==> src/rtl/psram_rd_arbiter_if.sv <==
`default_nettype none
// ============================================================================
// Module   : psram_rd_arbiter_if
// Purpose  : AXI-style read channel (address handshake + data beats) used
//            for both requester ports and the PSRAM-facing port.
// Revision : 1.0 - initial release
// ============================================================================
interface psram_rd_arbiter_if #(
    parameter int ADDR_W = 25,
    parameter int DATA_W = 18
);
    logic [ADDR_W-1:0] araddr;
    logic              arvalid;
    logic              arready;
    logic [DATA_W-1:0] rdata;
    logic              rvalid;

    // Side that issues read bursts
    modport master (
        output araddr,
        output arvalid,
        input  arready,
        input  rdata,
        input  rvalid
    );

    // Side that accepts read bursts and returns data
    modport slave (
        input  araddr,
        input  arvalid,
        output arready,
        output rdata,
        output rvalid
    );
endinterface
`default_nettype wire

==> src/rtl/psram_rd_arbiter.sv <==
`default_nettype none
// ============================================================================
// Module   : psram_rd_arbiter
// Purpose  : Two-requester arbiter for the PSRAM read channel. Port 0 is the
//            real-time display fetcher and wins by default; port 1 is granted
//            after STARVE_LIMIT consecutive port-0 wins while it waits. One
//            burst in flight; beats are routed back to the burst owner.
// Revision : 1.0 - initial release
// ============================================================================
module psram_rd_arbiter #(
    parameter int BURST_LEN    = 4,
    parameter int ADDR_W       = 25,
    parameter int DATA_W       = 18,
    parameter int STARVE_LIMIT = 16
) (
    input  logic               clk,
    input  logic               reset,
    input  logic               psram_ready,
    psram_rd_arbiter_if.slave  m0,
    psram_rd_arbiter_if.slave  m1,
    psram_rd_arbiter_if.master mem,
    output logic               owner,
    output logic               busy,
    output logic               stray_rvalid
);

    localparam logic [2:0] c_last_beat    = 3'(BURST_LEN - 1);
    localparam logic [2:0] c_burst_len    = 3'(BURST_LEN);
    localparam logic [4:0] c_starve_limit = 5'(STARVE_LIMIT);

    typedef enum logic [1:0] {
        S_IDLE = 2'd0,
        S_ADDR = 2'd1,
        S_DATA = 2'd2
    } state_t;

    state_t            r_state;
    state_t            w_next_state;
    logic [ADDR_W-1:0] r_araddr;
    logic              r_owner;
    logic              r_busy;
    logic              r_stray;
    logic [4:0]        r_starve_cnt;
    logic [2:0]        r_beat_cnt;

    logic              w_grant;
    logic              w_pick1;
    logic              w_addr_hs;
    logic              w_beat;
    logic              w_arvalid;

    // Next-state decode, grant decision and beat qualification
    always_comb begin
        w_next_state = r_state;
        w_grant      = 1'b0;
        w_addr_hs    = 1'b0;
        w_beat       = 1'b0;
        w_arvalid    = 1'b0;
        // Port 1 wins when alone, or when port 0 has starved it long enough
        w_pick1      = m1.arvalid && (!m0.arvalid || (r_starve_cnt == c_starve_limit));
        case (r_state)
            S_IDLE: begin
                if (psram_ready && !reset && (m0.arvalid || m1.arvalid)) begin
                    w_grant      = 1'b1;
                    w_next_state = S_ADDR;
                end
            end
            S_ADDR: begin
                w_arvalid = psram_ready;
                if (psram_ready && mem.arready) begin
                    w_addr_hs    = 1'b1;
                    w_next_state = S_DATA;
                end
            end
            S_DATA: begin
                w_beat = psram_ready && mem.rvalid;
                if (w_beat && (r_beat_cnt == c_last_beat)) begin
                    w_next_state = S_IDLE;
                end
            end
            default: w_next_state = S_IDLE;
        endcase
        // Losing the controller abandons whatever burst was in progress
        if (!psram_ready) begin
            w_next_state = S_IDLE;
        end
    end

    // State register
    always_ff @(posedge clk or posedge reset) begin
        if (reset) begin
            r_state <= S_IDLE;
        end else begin
            r_state <= w_next_state;
        end
    end

    // Capture the winner's address and identity on the grant edge
    always_ff @(posedge clk or posedge reset) begin
        if (reset) begin
            r_araddr <= '0;
            r_owner  <= 1'b0;
        end else if (w_grant) begin
            r_araddr <= w_pick1 ? m1.araddr : m0.araddr;
            r_owner  <= w_pick1;
        end
    end

    // Count port-0 wins while port 1 is waiting; any pause in port 1 clears it
    always_ff @(posedge clk or posedge reset) begin
        if (reset) begin
            r_starve_cnt <= '0;
        end else if (!psram_ready || !m1.arvalid) begin
            r_starve_cnt <= '0;
        end else if (w_grant) begin
            if (w_pick1) begin
                r_starve_cnt <= '0;
            end else if (r_starve_cnt != c_starve_limit) begin
                r_starve_cnt <= r_starve_cnt + 5'd1;
            end
        end
    end

    // Beat counter for the burst in flight, held at BURST_LEN once reached
    always_ff @(posedge clk or posedge reset) begin
        if (reset) begin
            r_beat_cnt <= '0;
        end else if (w_addr_hs) begin
            r_beat_cnt <= '0;
        end else if (w_beat && (r_beat_cnt != c_burst_len)) begin
            r_beat_cnt <= r_beat_cnt + 3'd1;
        end
    end

    // Registered busy tracks the state we are about to enter
    always_ff @(posedge clk or posedge reset) begin
        if (reset) begin
            r_busy <= 1'b0;
        end else begin
            r_busy <= (w_next_state != S_IDLE);
        end
    end

    // Sticky flag for data beats arriving when no burst expects them
    always_ff @(posedge clk or posedge reset) begin
        if (reset) begin
            r_stray <= 1'b0;
        end else if (mem.rvalid && (r_state != S_DATA)) begin
            r_stray <= 1'b1;
        end
    end

    assign m0.arready   = w_grant && !w_pick1;
    assign m1.arready   = w_grant && w_pick1;
    assign mem.araddr   = r_araddr;
    assign mem.arvalid  = w_arvalid;
    assign m0.rvalid    = w_beat && !r_owner;
    assign m1.rvalid    = w_beat && r_owner;
    assign m0.rdata     = mem.rdata;
    assign m1.rdata     = mem.rdata;
    assign owner        = r_owner;
    assign busy         = r_busy;
    assign stray_rvalid = r_stray;

endmodule
`default_nettype wire

==> src/flat_wrapper.sv <==
// flat-port wrapper written by rule: the top's interface ports become plain ports
module psram_rd_arbiter_flat 
#(
    parameter int BURST_LEN    = 4,
    parameter int ADDR_W       = 25,
    parameter int DATA_W       = 18,
    parameter int STARVE_LIMIT = 16
)
  (clk, reset, psram_ready, owner, busy, stray_rvalid, m0_araddr, m0_arvalid, m0_arready, m0_rdata, m0_rvalid, m1_araddr, m1_arvalid, m1_arready, m1_rdata, m1_rvalid, mem_araddr, mem_arvalid, mem_arready, mem_rdata, mem_rvalid);
  psram_rd_arbiter_if #(.ADDR_W(ADDR_W), .DATA_W(DATA_W)) m0_i ();
  psram_rd_arbiter_if #(.ADDR_W(ADDR_W), .DATA_W(DATA_W)) m1_i ();
  psram_rd_arbiter_if #(.ADDR_W(ADDR_W), .DATA_W(DATA_W)) mem_i ();
  input  logic clk;
  input  logic reset;
  input  logic psram_ready;
  output logic owner;
  output logic busy;
  output logic stray_rvalid;
  input wire logic [$bits(m0_i.araddr)-1:0] m0_araddr;
  input wire logic [$bits(m0_i.arvalid)-1:0] m0_arvalid;
  output wire logic [$bits(m0_i.arready)-1:0] m0_arready;
  output wire logic [$bits(m0_i.rdata)-1:0] m0_rdata;
  output wire logic [$bits(m0_i.rvalid)-1:0] m0_rvalid;
  input wire logic [$bits(m1_i.araddr)-1:0] m1_araddr;
  input wire logic [$bits(m1_i.arvalid)-1:0] m1_arvalid;
  output wire logic [$bits(m1_i.arready)-1:0] m1_arready;
  output wire logic [$bits(m1_i.rdata)-1:0] m1_rdata;
  output wire logic [$bits(m1_i.rvalid)-1:0] m1_rvalid;
  output wire logic [$bits(mem_i.araddr)-1:0] mem_araddr;
  output wire logic [$bits(mem_i.arvalid)-1:0] mem_arvalid;
  input wire logic [$bits(mem_i.arready)-1:0] mem_arready;
  input wire logic [$bits(mem_i.rdata)-1:0] mem_rdata;
  input wire logic [$bits(mem_i.rvalid)-1:0] mem_rvalid;
  assign m0_i.araddr = m0_araddr;
  assign m0_i.arvalid = m0_arvalid;
  assign m0_arready = m0_i.arready;
  assign m0_rdata = m0_i.rdata;
  assign m0_rvalid = m0_i.rvalid;
  assign m1_i.araddr = m1_araddr;
  assign m1_i.arvalid = m1_arvalid;
  assign m1_arready = m1_i.arready;
  assign m1_rdata = m1_i.rdata;
  assign m1_rvalid = m1_i.rvalid;
  assign mem_araddr = mem_i.araddr;
  assign mem_arvalid = mem_i.arvalid;
  assign mem_i.arready = mem_arready;
  assign mem_i.rdata = mem_rdata;
  assign mem_i.rvalid = mem_rvalid;
  psram_rd_arbiter #(.BURST_LEN(BURST_LEN), .ADDR_W(ADDR_W), .DATA_W(DATA_W), .STARVE_LIMIT(STARVE_LIMIT)) u_core (.clk(clk), .reset(reset), .psram_ready(psram_ready), .m0(m0_i), .m1(m1_i), .mem(mem_i), .owner(owner), .busy(busy), .stray_rvalid(stray_rvalid));
endmodule
==> config.mk <==
export PLATFORM = sky130hd
export DESIGN_NAME = psram_rd_arbiter_flat
export DESIGN_NICKNAME = d
export VERILOG_FILES = /design/src/rtl/psram_rd_arbiter_if.sv /design/src/rtl/psram_rd_arbiter.sv /design/src/flat_wrapper.sv
export SDC_FILE = /design/constraint.sdc
export NUM_CORES = 1
export LEC_CHECK = 0
export BUFFER_PORTS_ARGS = -buffer_cell sky130_fd_sc_hd__buf_2
export CAP_MARGIN = 20
export CORE_ASPECT_RATIO = 0.7
export CORE_MARGIN = 8
export CORE_UTILIZATION = 24
export DETAILED_ROUTE_END_ITERATION = 8
export PLACE_DENSITY = 0.51
export SETUP_SLACK_MARGIN = 0.15
export SLEW_MARGIN = 10
export SYNTH_ARGS = -nofsm -noshare
export SYNTH_HDL_FRONTEND = slang
export SYNTH_SLANG_ARGS = --single-unit
==> constraint.sdc <==
create_clock -name clk -period 2.2 [get_ports clk]
set_input_delay 0.11 -clock clk [delete_from_list [all_inputs] [get_ports clk]]
set_output_delay 0.11 -clock clk [all_outputs]
set_load 0.005 [all_outputs]
==> impl_metrics.env, run 1 <==
export IMPL_outcome="completed"
export IMPL_power_internal_w=0.001633
export IMPL_switching_power_w=0.0005653
export IMPL_clk_pin_slew_ns=0.06
export IMPL_grt_usage_pct=9.903
export IMPL_critPathRequiredTime_ns=2.09
export IMPL_synthFlopType="dfrtp_1"
export IMPL_irDropWorstVdd_mv=0.3569
export IMPL_gp_congestion=0.7503
export IMPL_insertion_delay_ns=0.27
export IMPL_clock_sinks=38
export IMPL_final_period_utilization_pct=88.13
export IMPL_fp_dieW_um=130.8
export IMPL_skew_ns=0.003125
export IMPL_rsz0062_at_grt="no"
export IMPL_yosys_warnings=0
export IMPL_finalSetupViolCount=0
export IMPL_path_class="register to primary output"
export IMPL_io_pins=144
export IMPL_min_delay_path_depth=2
export IMPL_synthCells=206
export IMPL_cts_root_buf="clkbuf_16"
export IMPL_power_frac_comb_pct=22.3
export IMPL_dr_pass1_iters=4
export IMPL_reg2reg_from="u_core.r_state[1]$_DFF_PP0_"
export IMPL_holdWs_ns=0.06242
export IMPL_drive_above_1_share_pct=42.05
export IMPL_start_util_pct=24.53
export IMPL_io_buffers=89
export IMPL_yosysSeqAreaShare_pct=42.91
export IMPL_synth_area_per_cell_um2=10.76
export IMPL_core_area_mm2=0.009035
export IMPL_syn_cell_area_mm2=0.002216
export IMPL_grt_pass1_wl_um=9770
export IMPL_diodes=0
export IMPL_yosys_top_cells_count="dfrtp_1 (38), buf_4 (36), a21boi_0 (25), a221o_1 (25), inv_1 (10)"
export IMPL_synth_top_area_share_pct=42.91
export IMPL_design_area_mm2=0.002771
export IMPL_grt_start_max_net_pins=33
export IMPL_syn_nets=286
export IMPL_synth_area_top_cells="dfrtp_1 (43%), buf_4 (12%), a221o_1 (11%)"
export IMPL_syn_to_final_growth_pct=25.07
export IMPL_final_antenna_net_count=0
export IMPL_seqPwrFrac_pct=40.7
export IMPL_htree_num_levels=2
export IMPL_fp_dieH_um=96.39
export IMPL_grt_antenna_before_repair=0
export IMPL_clk_path_buf_depth=2
export IMPL_overflow=0
export IMPL_arrival_ns=1.83
export IMPL_finalWirelength_um=6683
export IMPL_post_dp_cell_area_mm2=0.002544
export IMPL_hold_viol_final=0
export IMPL_max_freq_ghz=0.5158
export IMPL_nNetsFinal=343
export IMPL_worstPathCellList="or4b_4 -> a211oi_4 -> buf_6 -> buf_2"
export IMPL_yosys_area_top_type="dfrtp_1"
export IMPL_power_density_mw_per_mm2=793.3
export IMPL_cts_buffers=5
export IMPL_max_slew_margin_pct=67.70
export IMPL_startpoint_type="register"
export IMPL_first_iter_violations=105
export IMPL_hp_class="input port to register"
export IMPL_min_from="m1_araddr[7]"
export IMPL_power_leakage_nw=1.338
export IMPL_routed_via_count=1812
export IMPL_synthArstFlopShare_pct=100.0
export IMPL_switching_share_pct=25.71
export IMPL_ff2ff_setup_slack_ns=0.34
export IMPL_cts_tree="done"
export IMPL_drc_errors=0
export IMPL_synth_enable_flop_cells=0
export IMPL_fin_tns_setup_ns=0
export IMPL_drv_cap=0
export IMPL_r2r_cells=4
export IMPL_critical_path_max_stage_delay_ns=0.59
export IMPL_crit_fanout=7
export IMPL_worst_slew_pin_slew_ns=0.4845
export IMPL_critPathCaptureType="primary output"
export IMPL_reg2reg_to="u_core.mem.araddr[1]$_DFFE_PP0P_"
export IMPL_cpMaxStageDelayCell="or4b_4"
export IMPL_wl_per_cell_um=17.22
export IMPL_dieArea_mm2=0.01261
export IMPL_pwr_share_clk_pct=37.0
export IMPL_min_to="u_core.mem.araddr[7]$_DFFE_PP0P_"
export IMPL_rows=29
export IMPL_viasPerCell=4.670
export IMPL_layout_min_cycle_time_ns=1.939
export IMPL_synth_seq_cells=38
export IMPL_grt_pass1_vias=1869
export IMPL_netlist_cell_type_count=37
export IMPL_drv_slew=0
export IMPL_synth_most_common_cell="dfrtp_1"
export IMPL_dp_hpwl_um=4613
[placed cells by master (no fill, tap or decap), types with 2 or more instances in the layout]
cell type | netlist | final
ha_1 | 5 | 5
clkbuf_16 | 0 | 6
nand3b_1 | 2 | 2
a21boi_0 | 25 | 25
o2111ai_1 | 6 | 6
dfrtp_1 | 38 | 38
buf_2 | 3 | 89
inv_1 | 10 | 9
nand3_1 | 3 | 3
nand2_1 | 8 | 8
a21oi_1 | 3 | 3
and4b_1 | 4 | 4
a221o_1 | 25 | 25
nor2_1 | 2 | 2
buf_4 | 36 | 8
a31oi_1 | 2 | 2
a22o_1 | 2 | 2
and2_1 | 2 | 2
clkinv_1 | 1 | 2
clkbuf_1 | 9 | 2
a21o_1 | 2 | 2
[what timing repair did]
item / in CTS / in global routing
gates cloned: 0 / 1
pin swaps: 1 / 1
hold buffers: 1 / 0
gates resized for setup: 1 / 1
endpoints found under the setup margin: 1 / 2
setup buffers: 1 / 2
hold endpoints to repair: 11 / 0
[registers in the layout, summed over array words and instances (netlist names)]
signal / cells
u_core.mem.araddr: 25
u_core.stray_rvalid: 1
u_core.r_state: 2
u_core.owner: 1
u_core.r_starve_cnt: 5
u_core.r_beat_cnt: 3
u_core.busy: 1
[worst max-delay path, delay by kind of cell, from the launching register on]
| kind | cells | cell delay, ns |
|---|---|---|
| buffers and inverters | 2 | 0.26 |
| DFF | 1 | 0.46 |
| and+or+nand+nor | 1 | 0.59 |
| AOI/OAI and AO/OA | 1 | 0.26 |
[per-layer routing]
metal,global-route usage (%),wire length [µm]
met3,3.564,525
met4,3.235,62
met1,13.16,3111
met2,14.66,2983
met5,0,0
[kinds of logic after synthesis]
family	Yosys count	synth area share, %
compound gates	72	27.95
buf+inv	62	17.50
flops	38	42.91
simple gates	28	8.301
fa+ha+maj	5	2.823
mux	1	0.5082
[power groups by stage]
stage	Combinational (W)	Sequential, W	Clock, W
2_1_floorplan	0.000292	0.000902	0
6_report	0.000491	0.000894	0.000814
3_5_place_dp	0.000485	0.000900	0
5_1_grt	0.000546	0.000910	0.000870
4_1_cts	0.000489	0.000893	0.000847
3_3_place_gp	0.000477	0.000903	0
[cell type report]
class / count / area (µm²)
clock inverters: 1 / 30.03
multi-input cells: 106 / 889.6
fillers: 942 / 6264
inverters: 11 / 41.29
well taps: 124 / 155.1
repair buffers: 101 / 571.8
flip-flops and latches: 38 / 950.9
clock buffers: 7 / 132.6
[stage by stage]
stage                     worst slack (ns)  instances  util (%)  total power (W)
final                               0.2612        388     30.67         0.002199
after global routing                0.1710        388     30.67         0.002326
after CTS                           0.1725        385     30.19         0.002230
after detailed placement            0.2019        375     28.15         0.001384
after global placement              0.2652        375     28.15         0.001381
after floorplan                     0.3057        206         -         0.001195
[worst max path at each step]
| stage | from | end | cells after the start |
|---|---|---|---|
| floorplan | u_core.r_starve_cnt[0]$_DFFE_PP0P_ | u_core.mem.araddr[12]$_DFFE_PP0P_ | 8 |
| global placement | u_core.r_state[0]$_DFF_PP0_ | u_core.mem.araddr[24]$_DFFE_PP0P_ | 4 |
| detailed placement | u_core.r_state[0]$_DFF_PP0_ | u_core.mem.araddr[2]$_DFFE_PP0P_ | 4 |
| CTS | u_core.r_state[1]$_DFF_PP0_ | m1_arready | 4 |
| global route | u_core.r_starve_cnt[0]$_DFFE_PP0P_ | m1_arready | 7 |
| finish | u_core.r_state[1]$_DFF_PP0_ | m1_arready | 4 |
(Power assumes the default switching activity.)
==> run 2: changes to the inputs <==
PLACE_DENSITY = unset   (was 0.51)
==> run 2 against run 1 <==
  * The flow now finishes with violations (negative hold slack)
  * Clock-buffer cell count decreased by 2
  * Utilization decreased by 0.65 points
  * Sequential power about the same
  * Clock skew increased by 0.0059 ns
  * Final cell count decreased by 0.26%
  * Worst hold slack got worse by 0.084 ns
  * First-iteration DRC count decreased by 21%
  * Via count decreased by 0.28%
==> impl_metrics.env, run 2 (synthesis results as in run 1) <==
export IMPL_dpl_worst_slack_ns=0.2203
export IMPL_start_util_pct=24.53
export IMPL_io_buffers=89
export IMPL_final_antenna_net_count=0
export IMPL_dieArea_mm2=0.01261
export IMPL_dr_pass1_iters=4
export IMPL_holdWs_ns=-0.02162
export IMPL_nNetsFinal=343
export IMPL_hp_class="input port to async pin"
export IMPL_fin_tns_setup_ns=0
export IMPL_final_util_pct=30.02
export IMPL_routed_via_count=1807
export IMPL_largest_register_ff_count=25
export IMPL_viasPerCell=4.669
export IMPL_max_slew_margin_pct=66.50
export IMPL_grt_antenna_before_repair=0
export IMPL_hold_viol_final=33
export IMPL_core_area_mm2=0.009035
export IMPL_critPathCaptureType="primary output"
export IMPL_cts_root_buf="clkbuf_16"
export IMPL_syn_to_final_growth_pct=22.42
export IMPL_seq_area_um2=952.2
export IMPL_worstPathCellList="nor4b_4 -> o211a_1 -> buf_4 -> buf_2"
export IMPL_grt_usage_pct=9.649
export IMPL_drv_slew=0
export IMPL_fp_dieH_um=96.39
export IMPL_irDropWorstVdd_mv=0.2634
export IMPL_final_common_cell="buf_2"
export IMPL_outcome="finished with violations"
export IMPL_grt_pass1_wl_um=9494
export IMPL_final_setup_worst_slack_ns=0.2632
export IMPL_io_pins=144
export IMPL_insertion_delay_ns=0.28
export IMPL_startpoint_type="register"
export IMPL_first_iter_violations=83
export IMPL_max_freq_ghz=0.5163
export IMPL_crit_buf_inv=2
export IMPL_gp_congestion=0.7619
export IMPL_worst_slew_pin_slew_ns=0.5003
export IMPL_fp_dieW_um=130.8
export IMPL_violations="negative hold slack"
export IMPL_arrival_ns=1.83
export IMPL_power_density_mw_per_mm2=753.0
export IMPL_layout_min_cycle_time_ns=1.937
export IMPL_finalSetupViolCount=0
export IMPL_power_leakage_nw=1.320
export IMPL_rows=29
export IMPL_overflow=0
export IMPL_final_period_utilization_pct=88.04
export IMPL_clk_pin_slew_ns=0.06
export IMPL_fillers=945
export IMPL_cts_buffers=5
export IMPL_cts_hold_buffers=0
export IMPL_grt_pass1_vias=1853
export IMPL_cpMaxStageDelayCell="nor4b_4"
export IMPL_drv_cap=0
export IMPL_crit_fanout=10
export IMPL_clk_path_buf_depth=2
export IMPL_critPathTopFamily="simple AND/OR/NAND/NOR gates"
export IMPL_grt_start_max_net_pins=39
export IMPL_htree_num_levels=2
export IMPL_finalWirelength_um=6149
export IMPL_skew_ns=0.009005
export IMPL_clock_sinks=38
export IMPL_diodes=0
export IMPL_wl_per_cell_um=15.89
export IMPL_drive_above_1_share_pct=43.35
export IMPL_critPathRequiredTime_ns=2.09
export IMPL_path_class="register to primary output"
export IMPL_drc_errors=0
export IMPL_final_cell_mix="buf_2 (89), dfrtp_1 (37), a21boi_0 (25), a221o_1 (25), buf_4 (11)"
export IMPL_critical_path_max_stage_delay_ns=0.52
export IMPL_dp_hpwl_um=4693
export IMPL_cts_tree="done"
export IMPL_multi_input_area_um2=889.6
export IMPL_rsz0062_at_grt="no"
run 2: final cells by class:
| class | instances | area share, % |
|---|---|---|
| clock buffers | 5 | 4.613 |
| clock inverters | 2 | 0.3690 |
| well taps | 124 | 5.720 |
| flip-flops and latches | 38 | 35.10 |
| multi-input cells | 106 | 32.80 |
| repair buffers | 101 | 19.88 |
| inverters | 11 | 1.522 |
run 2: power breakdown:
| part | switching (W) | internal, W | total [W] |
|---|---|---|---|
| Clock | 0.000265 | 0.000409 | 0.000673 |
| Sequential | 0.0000733 | 0.000822 | 0.000895 |
| Combinational | 0.000207 | 0.000267 | 0.000474 |
| Total | 0.000545 | 0.00150 | 0.00204 |
run 2: timing repair:
action,4_1_cts,5_1_grt
buffers inserted,1,1
resized for setup,1,2
endpoints found under the setup margin,1,2
pin swaps,1,1
hold endpoints to repair,0,0
run 2: worst min-delay path, stage by stage:
cell and delay (ns):
buf_2 0.13, clkinv_1 0.04, buf_4 0.42
run 2: routing by layer:
| layer | GRT usage [%] | up-vias | share of wire, % |
|---|---|---|---|
| met3 | 3.454 | 2 | 8.1 |
| met5 | 0 | - | 0 |
| met1 | 12.49 | 882 | 45 |
| li1 | - | 853 | - |
| met4 | 3.616 | 0 | 0.80 |
| met2 | 14.54 | 70 | 46 |
run 2: worst paths after layout:
kind | from | end | slack, ns | cells after the start
worst max-delay path | u_core.r_state[0]$_DFF_PP0_ | m0_arready | 0.26 | 4
worst min-delay path | reset | u_core.mem.araddr[11]$_DFFE_PP0P_ | -0.02 | 3
worst max register to register | u_core.r_state[0]$_DFF_PP0_ | u_core.mem.araddr[8]$_DFFE_PP0P_ | 0.32 | 5
worst min register to register | u_core.stray_rvalid$_DFFE_PP0P_ | u_core.stray_rvalid$_DFFE_PP0P_ | 0.46 | 1
max in group asynchronous | reset | u_core.r_state[0]$_DFF_PP0_ | 1.86 | 3
min in group clk | m0_araddr[11] | u_core.mem.araddr[11]$_DFFE_PP0P_ | 0.06 | 2
run 2: through the flow:
stage                     power (W)  area (µm²)  cells
after CTS                  0.002090        2700    386
final                      0.002043        2713    387
after floorplan            0.001195        2216    206
after detailed placement   0.001386        2554    378
after global routing       0.002184        2713    387
after global placement     0.001378        2554    378
==> run 3: changes to the inputs <==
clock period = 1.91 ns   (was 2.2 ns; I/O delays follow)
==> run 3 against run 2 <==
  * The flow now finishes without violations
  * Critical endpoint is now u_core.mem.araddr[13]$_DFFE_PP0P_
  * Global-route usage increased by 1.0 points
  * Design area increased by 7.3%
  * Final cell count increased by 3.4%
  * Largest cell class unchanged
==> impl_metrics.env, run 3 (synthesis results as in run 1) <==
export IMPL_routed_via_count=1865
export IMPL_gp_congestion=0.8141
export IMPL_syn_to_final_growth_pct=31.39
export IMPL_critPathCaptureType="register"
export IMPL_dpl_worst_slack_ns=0.1429
export IMPL_grt_antenna_before_repair=0
export IMPL_finalNonFillerCells=400
export IMPL_grt_usage_pct=10.69
export IMPL_pwr_share_clk_pct=37.1
export IMPL_grt_start_max_net_pins=27
export IMPL_grt_pass1_wl_um=10270
export IMPL_power_density_mw_per_mm2=878.0
export IMPL_largest_register_ff_count=25
export IMPL_cts_tree="done"
export IMPL_nNetsFinal=355
export IMPL_final_period_utilization_pct=98.56
export IMPL_core_area_mm2=0.009035
export IMPL_clk_pin_slew_ns=0.06
export IMPL_r2r_cells=6
export IMPL_layout_min_cycle_time_ns=1.882
export IMPL_reg2reg_to="u_core.mem.araddr[13]$_DFFE_PP0P_"
export IMPL_switching_power_w=0.0006636
export IMPL_drv_cap=0
export IMPL_final_cell_mix="buf_2 (88), dfrtp_1 (36), a21boi_0 (25), a221o_1 (25), buf_4 (15)"
export IMPL_wl_per_cell_um=17.46
export IMPL_fp_dieH_um=96.39
export IMPL_clk_path_buf_depth=2
export IMPL_outcome="completed"
export IMPL_fillers=924
export IMPL_cts_root_buf="clkbuf_16"
export IMPL_io_pins=144
export IMPL_rows=29
export IMPL_crit_fanout=6
export IMPL_reg2reg_from="u_core.r_state[0]$_DFF_PP0_"
export IMPL_min_delay_path_depth=2
export IMPL_switching_share_pct=25.96
export IMPL_final_antenna_net_count=0
export IMPL_seqPwrFrac_pct=40.1
export IMPL_drive_above_1_share_pct=45.65
export IMPL_irDropWorstVdd_mv=0.2879
export IMPL_overflow=0
export IMPL_htree_num_levels=2
export IMPL_power_frac_comb_pct=22.8
export IMPL_path_class="register to register"
export IMPL_design_area_mm2=0.002912
export IMPL_power_internal_w=0.001893
export IMPL_max_slew_margin_pct=62.85
export IMPL_rsz0062_at_grt="yes"
export IMPL_skew_ns=0.006777
export IMPL_hp_class="input port to register"
export IMPL_grt_pass1_vias=1937
export IMPL_finalWirelength_um=6982
export IMPL_power_w=0.002556
export IMPL_viasPerCell=4.663
export IMPL_final_common_cell="buf_2"
export IMPL_dpl_cell_count=378
export IMPL_insertion_delay_ns=0.28
export IMPL_cts_buffers=5
export IMPL_critPathRequiredTime_ns=2.13
export IMPL_fp_dieW_um=130.8
export IMPL_dr_pass1_iters=4
export IMPL_max_freq_ghz=0.5312
export IMPL_dp_hpwl_um=4698
export IMPL_clock_sinks=38
export IMPL_final_setup_worst_slack_ns=0.02755
export IMPL_io_buffers=89
export IMPL_start_util_pct=24.53
export IMPL_arrival_ns=2.10
export IMPL_min_to="u_core.mem.araddr[3]$_DFFE_PP0P_"
export IMPL_min_from="m1_araddr[3]"
export IMPL_dieArea_mm2=0.01261
export IMPL_power_leakage_nw=1.408
export IMPL_first_iter_violations=84
export IMPL_post_dp_cell_area_mm2=0.002566
export IMPL_startpoint_type="register"
export IMPL_ff2ff_setup_slack_ns=0.03
export IMPL_drc_errors=0
export IMPL_hold_viol_final=0
export IMPL_diodes=0
export IMPL_drv_slew=0
export IMPL_worst_slew_pin_slew_ns=0.5539
export IMPL_finalSetupViolCount=0
-- run 3: cell types whose count changed in the layout (fill, tap and decap cells not counted), sizes merged --
| cell | before | now |
|---|---|---|
| buf | 101 | 111 |
| bufinv | 0 | 1 |
| clkbuf | 5 | 8 |
| clkinv | 4 | 2 |
| dlygate4sd3 | 0 | 1 |
-- run 3: repair_timing --
item,CTS,global route
endpoints found under the hold margin,11,0
buffers inserted,5,5
cloned,1,2
pin swaps,2,5
resized for setup,5,7
endpoints found under the setup margin,3,28
hold buffers,1,0
-- run 3: power groups by stage --
stage | sequential, W | combinational, W | clock, W
6_report | 0.00103 | 0.000582 | 0.000949
5_1_grt | 0.00104 | 0.000650 | 0.00101
4_1_cts | 0.00102 | 0.000581 | 0.000968
3_5_place_dp | 0.00103 | 0.000564 | 0
3_3_place_gp | 0.00104 | 0.000550 | 0
2_1_floorplan | 0.00104 | 0.000341 | 0
-- run 3: layer usage --
layer / wire length [µm] / global-route usage, % / part of all wire, %
met1: 3402 / 14.52 / 49
met2: 3160 / 16.16 / 45
met3: 349 / 2.741 / 5.0
met4: 70 / 3.806 / 1.0
met5: 0 / 0 / 0
-- run 3: through the flow --
step | hold slack, ns | TNS, ns | util (%)
floorplan | 0.2051 | 0 | -
detailed placement | 0.1455 | 0 | 28.40
global route | 0.03492 | -0.1070 | 32.23
CTS | 0.03457 | 0 | 31.17
global placement | 0.1314 | 0 | 28.40
finish | 0.03923 | 0 | 32.23
-- run 3: how the worst max path moves through the flow --
stage               slack (ns)  depth (start not counted)                                end                          startpoint
floorplan                 0.12                          8  u_core.mem.araddr[12]$_DFFE_PP0P_  u_core.r_starve_cnt[0]$_DFFE_PP0P_
global placement          0.19                          4                         m1_arready         u_core.r_state[0]$_DFF_PP0_
detailed placement        0.14                          4  u_core.mem.araddr[18]$_DFFE_PP0P_         u_core.r_state[0]$_DFF_PP0_
CTS                       0.03                          4                         m1_arready         u_core.r_state[1]$_DFF_PP0_
global route             -0.02                          4                         m1_arready         u_core.r_state[0]$_DFF_PP0_
finish                    0.03                          6  u_core.mem.araddr[13]$_DFFE_PP0P_         u_core.r_state[0]$_DFF_PP0_
-- run 3: critical path: stages, from the launching register on --
cell and delay, ns:
dfrtp_2 0.43, or4b_4 0.56, a211oi_4 0.28, buf_4 0.16
buf_6 0.11, clkbuf_16 0.15, a221o_1 0.13
-- run 3: cell type report --
class | count | area, µm² | share of cell area (%)
timing repair buffer | 113 | 706.9 | 24.28
inverter | 11 | 41.29 | 1.418
clock buffer | 7 | 132.6 | 4.555
multi-input combinational | 106 | 892.1 | 30.64
sequential | 38 | 953.4 | 32.75
clock inverter | 1 | 30.03 | 1.031
tap | 124 | 155.1 | 5.329
